<file path="config.mk">
export PLATFORM = sky130hd
export DESIGN_NAME = i2s_play_seq
export DESIGN_NICKNAME = d
export VERILOG_FILES = /design/src/rtl/i2s_play_seq.sv
export SDC_FILE = /design/constraint.sdc
export NUM_CORES = 1
export LEC_CHECK = 0
export ABC_AREA = 1
export BUFFER_PORTS_ARGS = -buffer_cell sky130_fd_sc_hd__buf_2
export CAP_MARGIN = 20
export CORE_UTILIZATION = 40
export CTS_BUF_LIST = sky130_fd_sc_hd__clkbuf_16
export DETAILED_ROUTE_END_ITERATION = 16
export PLACE_DENSITY_LB_ADDON = 0.25
export SLEW_MARGIN = 20
export SYNTH_ARGS = -nofsm -noshare
export SYNTH_HDL_FRONTEND = slang
export SYNTH_SLANG_ARGS = --single-unit
</file>
<file path="constraint.sdc">
create_clock -name clk -period 2 [get_ports clk]
set_input_delay 0.2 -clock clk [delete_from_list [all_inputs] [get_ports clk]]
set_output_delay 0.2 -clock clk [all_outputs]
set_load 0.01 [all_outputs]
</file>
<file path="src/rtl/i2s_play_seq.sv">
// i2s_play_seq: playback sequencer between the SPI register wrapper and the
// I2S serializer / sample-ROM pair. It walks a programmed ROM window
// [start..end], optionally wrapping through 2^AW-1 to 0 and repeating a
// programmed number of times or forever. It tells the serializer when ROM q
// matches rom_addr, and it reports status through a small register file.
//
// Ports:
//   clk, reset_n        system clock, asynchronous active-low reset
//   wr_en, rd_en        one-cycle register write / read strobes
//   reg_sel[1:0]        0 CTRL/STATUS, 1 START_ADDR, 2 END_ADDR, 3 LOOP_CNT
//   data_in[7:0]        write data
//   data_out[7:0]       registered read data, held until the next read
//   word_req            serializer latched the current word (one-cycle pulse)
//   rom_addr[AW-1:0]    sample-ROM address
//   word_valid          ROM q corresponds to rom_addr
//   mute                serializer must send zeros
//   playing             sequencer is not IDLE
//   done                one-cycle pulse when playback completes normally
//
// state   | meaning
// --------+-----------------------------------------------------------
// S_IDLE  | stopped, muted, rom_addr holds its last value
// S_PRIME | first address issued, waiting for ROM latency, still muted
// S_PLAY  | q valid for rom_addr, waiting for word_req
// S_FETCH | next address issued, waiting for ROM latency, unmuted

module i2s_play_seq #(
  parameter int ROM_LAT = 2,
  parameter int AW      = 5
) (
  input  logic          clk,
  input  logic          reset_n,
  input  logic          wr_en,
  input  logic          rd_en,
  input  logic [1:0]    reg_sel,
  input  logic [7:0]    data_in,
  output logic [7:0]    data_out,
  input  logic          word_req,
  output logic [AW-1:0] rom_addr,
  output logic          word_valid,
  output logic          mute,
  output logic          playing,
  output logic          done
);

  localparam int CW = (ROM_LAT < 2) ? 1 : $clog2(ROM_LAT + 1);

  typedef enum logic [1:0] {
    S_IDLE  = 2'd0,
    S_PRIME = 2'd1,
    S_PLAY  = 2'd2,
    S_FETCH = 2'd3
  } state_t;

  state_t state, state_nxt;

  // programmed registers
  logic [AW-1:0] start_addr_r, end_addr_r;
  logic [7:0]    loop_cnt_r;
  logic          loop_forever_r;

  // working copies, captured at start
  logic [AW-1:0] w_start, w_start_nxt;
  logic [AW-1:0] w_end, w_end_nxt;
  logic          w_forever, w_forever_nxt;
  logic [7:0]    loops_left, loops_left_nxt;

  logic [AW-1:0] rom_addr_nxt;
  logic [CW-1:0] lat_cnt, lat_cnt_nxt;
  logic          stop_pending, stop_pending_nxt;
  logic          done_sticky, done_sticky_nxt;
  logic          underrun, underrun_nxt;
  logic          done_nxt;

  logic ctrl_wr, ctrl_rd, start_cmd, stop_cmd;

  assign ctrl_wr   = wr_en && (reg_sel == 2'd0);
  assign ctrl_rd   = rd_en && (reg_sel == 2'd0);
  assign start_cmd = ctrl_wr && data_in[0];
  assign stop_cmd  = ctrl_wr && data_in[1];

  assign word_valid = (state == S_PLAY);
  assign mute       = (state == S_IDLE) || (state == S_PRIME);
  assign playing    = (state != S_IDLE);

  // register file
  always_ff @(posedge clk or negedge reset_n) begin
    if (!reset_n) begin
      start_addr_r   <= '0;
      end_addr_r     <= '0;
      loop_cnt_r     <= '0;
      loop_forever_r <= 1'b0;
    end else if (wr_en) begin
      case (reg_sel)
        2'd0: loop_forever_r <= data_in[2];
        2'd1: start_addr_r   <= data_in[AW-1:0];
        2'd2: end_addr_r     <= data_in[AW-1:0];
        default: loop_cnt_r  <= data_in;
      endcase
    end
  end

  always_ff @(posedge clk or negedge reset_n) begin
    if (!reset_n) begin
      data_out <= '0;
    end else if (rd_en) begin
      case (reg_sel)
        2'd0: data_out <= {4'b0, underrun, done_sticky, loop_forever_r, playing};
        2'd1: data_out <= 8'(start_addr_r);
        2'd2: data_out <= 8'(end_addr_r);
        default: data_out <= loop_cnt_r;
      endcase
    end
  end

  // sequencer state and working registers
  always_ff @(posedge clk or negedge reset_n) begin
    if (!reset_n) begin
      state        <= S_IDLE;
      rom_addr     <= '0;
      lat_cnt      <= '0;
      w_start      <= '0;
      w_end        <= '0;
      w_forever    <= 1'b0;
      loops_left   <= '0;
      stop_pending <= 1'b0;
      done_sticky  <= 1'b0;
      underrun     <= 1'b0;
      done         <= 1'b0;
    end else begin
      state        <= state_nxt;
      rom_addr     <= rom_addr_nxt;
      lat_cnt      <= lat_cnt_nxt;
      w_start      <= w_start_nxt;
      w_end        <= w_end_nxt;
      w_forever    <= w_forever_nxt;
      loops_left   <= loops_left_nxt;
      stop_pending <= stop_pending_nxt;
      done_sticky  <= done_sticky_nxt;
      underrun     <= underrun_nxt;
      done         <= done_nxt;
    end
  end

  always_comb begin
    state_nxt        = state;
    rom_addr_nxt     = rom_addr;
    lat_cnt_nxt      = lat_cnt;
    w_start_nxt      = w_start;
    w_end_nxt        = w_end;
    w_forever_nxt    = w_forever;
    loops_left_nxt   = loops_left;
    done_nxt         = 1'b0;
    stop_pending_nxt = stop_pending || (stop_cmd && (state != S_IDLE));
    // a status read clears the sticky bits; a same-cycle new event wins below
    done_sticky_nxt  = done_sticky && !ctrl_rd;
    underrun_nxt     = underrun && !ctrl_rd;

    case (state)
      S_IDLE: begin
        if (start_cmd && !stop_cmd) begin
          state_nxt      = S_PRIME;
          rom_addr_nxt   = start_addr_r;
          w_start_nxt    = start_addr_r;
          w_end_nxt      = end_addr_r;
          // loop_forever comes from the same write that carries start
          w_forever_nxt  = data_in[2];
          loops_left_nxt = (loop_cnt_r == 8'd0) ? 8'd1 : loop_cnt_r;
          // one extra cycle beyond ROM latency before the first word
          lat_cnt_nxt    = CW'(ROM_LAT);
        end
      end

      S_PRIME: begin
        if (word_req) underrun_nxt = 1'b1;
        if (stop_cmd) begin
          state_nxt = S_IDLE;
        end else if (lat_cnt == '0) begin
          state_nxt = S_PLAY;
        end else begin
          lat_cnt_nxt = lat_cnt - CW'(1);
        end
      end

      S_PLAY: begin
        if (word_req) begin
          if (stop_pending) begin
            state_nxt = S_IDLE;
          end else if (rom_addr != w_end) begin
            rom_addr_nxt = rom_addr + AW'(1);
            lat_cnt_nxt  = CW'(ROM_LAT - 1);
            state_nxt    = S_FETCH;
          end else if (w_forever || (loops_left > 8'd1)) begin
            if (!w_forever) loops_left_nxt = loops_left - 8'd1;
            rom_addr_nxt = w_start;
            lat_cnt_nxt  = CW'(ROM_LAT - 1);
            state_nxt    = S_FETCH;
          end else begin
            state_nxt       = S_IDLE;
            done_nxt        = 1'b1;
            done_sticky_nxt = 1'b1;
          end
        end
      end

      S_FETCH: begin
        if (word_req) underrun_nxt = 1'b1;
        if (lat_cnt == '0) begin
          state_nxt = S_PLAY;
        end else begin
          lat_cnt_nxt = lat_cnt - CW'(1);
        end
      end

      default: state_nxt = S_IDLE;
    endcase

    if (state_nxt == S_IDLE) stop_pending_nxt = 1'b0;
  end

endmodule
</file>
==> out/results.ini <==
[clock_network]
cts_root_buf = clkbuf_16
clock_latency_ns = 0.33
clock_path_buffers = 2
cts_tree = done
post_cts_buffers = 0
clkTransAtPathRegs_ns = 0.06
numCtsBuffers = 9
h-tree-depth = 3
cts_sinks = 59
hold_buffers = 0
cts_resized = 0

[hold_path]
hold_class = primary input to async pin

[cells_and_area]
drive_gt1_share_pct = 18.3
areaGrowthSynthToFinish_pct = 18.8
nets = 457
diodes = 0
stdcell_area_um2 = 3750
layout.cells.non_filler = 545
nFillCells = 785
fin_util_pct = 48.8

[sta]
worst_slew_pin_slew_ns = 0.771
setup_viol = 0
hold_viol = 0
fin_crit_ns = 1.66
rsz0062_at_grt = false
hold_slack_ns = 0.00364
slew_headroom_pct = 48.6
fmax_ghz = 0.601
setup_tns_ns = 0
drv_slew = 0
fin_crit_sh_pct = 83.2
clock_skew_ns = 0.00734
fin_ws_ns = 0.337

[yosys]
synth_fp_nets = 420
yosysSeqAreaShare_pct = 46.8
synth_top_family_by_area = simple AND/OR/NAND/NOR gates
synth_common_cells = nand2_1, dfrtp_1, inv_1, nor2_1, o21ai_0
synth_xor_area_share_pct = 1.94
synth_top_flop_cell = dfrtp_1
ys_types = 29
syn_inst = 401
synth-seq-cells = 59
yosys-mux-area-fraction_pct = 0.713
synth_top_area_share_pct = 46.8
synthSimpleGateAreaFrac_pct = 28.7
synth_enable_flop_cells = 0
yosys_warnings = 0
yosysMostFrequentCell = nand2_1
syn_area_per_cell_um2 = 7.87
synth_top_cell_by_area = dfrtp_1
synthTopCellsByArea = dfrtp_1, nand2_1, o21ai_0, inv_1, nor2_1
syn-cell-area_um2 = 3160
synth_compound_area_share_pct = 13.0
synth_fa_ha_area_share_pct = 1.59
async_flop_share_pct = 100

[placed_design]
place_area_um2 = 3420
gp_congestion = 0.828
dp.cells = 529
port-buffer-count = 31
place_ws_ns = 0.353
dp.final_hpwl_mm = 5.14

[die]
placementRows = 32
die_y_um = 90.8
dieArea_um2 = 8250
pin_count = 32
start_util_pct = 41.1
core_area_um2 = 7690
die_x_um = 90.8

[global_routing]
antenna_found_initial = 0
gr-total-overflow = 0
grt_pass1_vias = 2672
grt_util_all_layers_pct = 19.8
grt_max_degree = 60
grt_pass1_wl_mm = 12.7

[power]
swShare_pct = 38.0
total_power_mw = 5.57
combPwrFrac_pct = 35.8
seqPwrFrac_pct = 33.1
irDropWorstVdd_v = 0.000603
p_int_mw = 3.45
switchingPower_mw = 2.12
p_leak_nw = 1.92
power.density_nw_per_um2 = 1490
p_clk_share_pct = 31.1

[routing]
route.vias.total = 2674
viasPerCell = 4.91
drtIter0Drc = 181
drt_pass1_iterations = 4
routedWlPerCell_um = 13.3
drt-total-wl_mm = 7.24
drc = 0
postRouteAntennaNets = 0

[setup_path]
cp_max_fo = 13
critPathLaunchType = flip-flop
required_ns = 2.21
rrSetupSlack_ns = 0.34
cp.arrival_ns = 1.88
worstSetupPathType = flip-flop to flip-flop
critPathCaptureType = flip-flop

[run_status]
status = finished clean

[job]
max_cap_violations = 0

==> path summary, 6_finish.rpt <==
check / from / end / cells past startpoint
min in group clk: data_in[7] / loop_cnt_r[7]$_DFFE_PN0P_ / 2
hold / removal: reset_n / loops_left[5]$_DFFE_PN0P_ / 2
hold reg to reg: data_out[3]$_DFFE_PN0P_ / data_out[3]$_DFFE_PN0P_ / 2
setup reg to reg: loops_left[0]$_DFFE_PN0P_ / loops_left[4]$_DFFE_PN0P_ / 10
setup / recovery: loops_left[0]$_DFFE_PN0P_ / loops_left[4]$_DFFE_PN0P_ / 10
max in group asynchronous: reset_n / data_out[7]$_DFFE_PN0P_ / 2
==> power by group through the flow <==
stage                     clock network, mW  logic, mW  registers (mW)
after global placement                    0       1.96            1.85
after floorplan                           0       1.55            1.81
after detailed placement                  0       1.99            1.86
final                                  1.73       2.00            1.84
after global routing                   1.81       2.29            1.90
after CTS                              1.77       2.01            1.84
==> cells by family after synthesis <==
kind of cell | Yosys count
flops | 59
compound gates | 69
mux | 2
fa+ha+maj | 4
xor+xnor | 7
buf+inv | 56
simple gates | 204
==> area by class of cell <==
| class | instances | area [µm²] | area share, % |
|---|---|---|---|
| Clock buffer | 9 | 225 | 6.01 |
| Clock inverter | 7 | 106 | 2.84 |
| Inverter | 46 | 173 | 4.60 |
| Multi-Input combinational cell | 286 | 1450 | 38.6 |
| Sequential cell | 59 | 1480 | 39.4 |
| Tap cell | 102 | 128 | 3.40 |
| Timing Repair Buffer | 36 | 193 | 5.14 |
==> cells in the final DEF, fill, tap and decap left out <==
cell type | synthesis | routed
a21oi_4 | 1 | 1
bufinv_16 | 0 | 3
clkinv_1 | 0 | 3
nor2_4 | 5 | 5
nand2_1 | 129 | 129
ha_1 | 4 | 4
o21ai_2 | 6 | 6
buf_4 | 1 | 5
nor2_2 | 3 | 3
a221oi_1 | 4 | 4
inv_1 | 41 | 41
a31oi_1 | 3 | 3
clkinv_2 | 0 | 1
nand2_4 | 2 | 2
xnor2_1 | 3 | 3
xor2_1 | 4 | 4
nor2_1 | 33 | 33
clkbuf_16 | 0 | 9
inv_2 | 5 | 5
dfrtp_1 | 59 | 59
nand2_2 | 3 | 3
o31ai_1 | 3 | 3
buf_2 | 2 | 31
nand3_1 | 16 | 16
nand3_2 | 5 | 5
nand4_1 | 8 | 8
mux2_2 | 2 | 2
o21bai_1 | 1 | 1
o211ai_1 | 1 | 1
a21oi_1 | 17 | 17
o21ai_0 | 33 | 33
==> routing by layer <==
metal | vias to the layer above | global-route usage [%] | wire [µm]
li1 | 1363 | - | -
met1 | 1255 | 26.3 | 3470
met2 | 40 | 30.9 | 3390
met3 | 16 | 4.04 | 189
met4 | 0 | 9.66 | 187
met5 | - | 0 | 0
==> registers in the layout, indices dropped and copies added (netlist names), 5 cells and up <==
| name | count |
|---|---|
| loop_cnt_r | 8 |
| rom_addr | 5 |
| end_addr_r | 5 |
| data_out | 8 |
| w_end | 5 |
| start_addr_r | 5 |
| loops_left | 8 |
| w_start | 5 |
==> critical path, stage by stage (launching register included) <==
cell     delay [ns]
dfrtp_1        0.38
inv_1          0.07
ha_1           0.27
o21ai_2        0.20
nor2_4         0.07
nor2_1         0.09
nand2_1        0.07
nand2_2        0.11
nand2_4        0.13
nand2_1        0.11
o21ai_2        0.05
No activity file was read; power rests on OpenSTA's default activity.
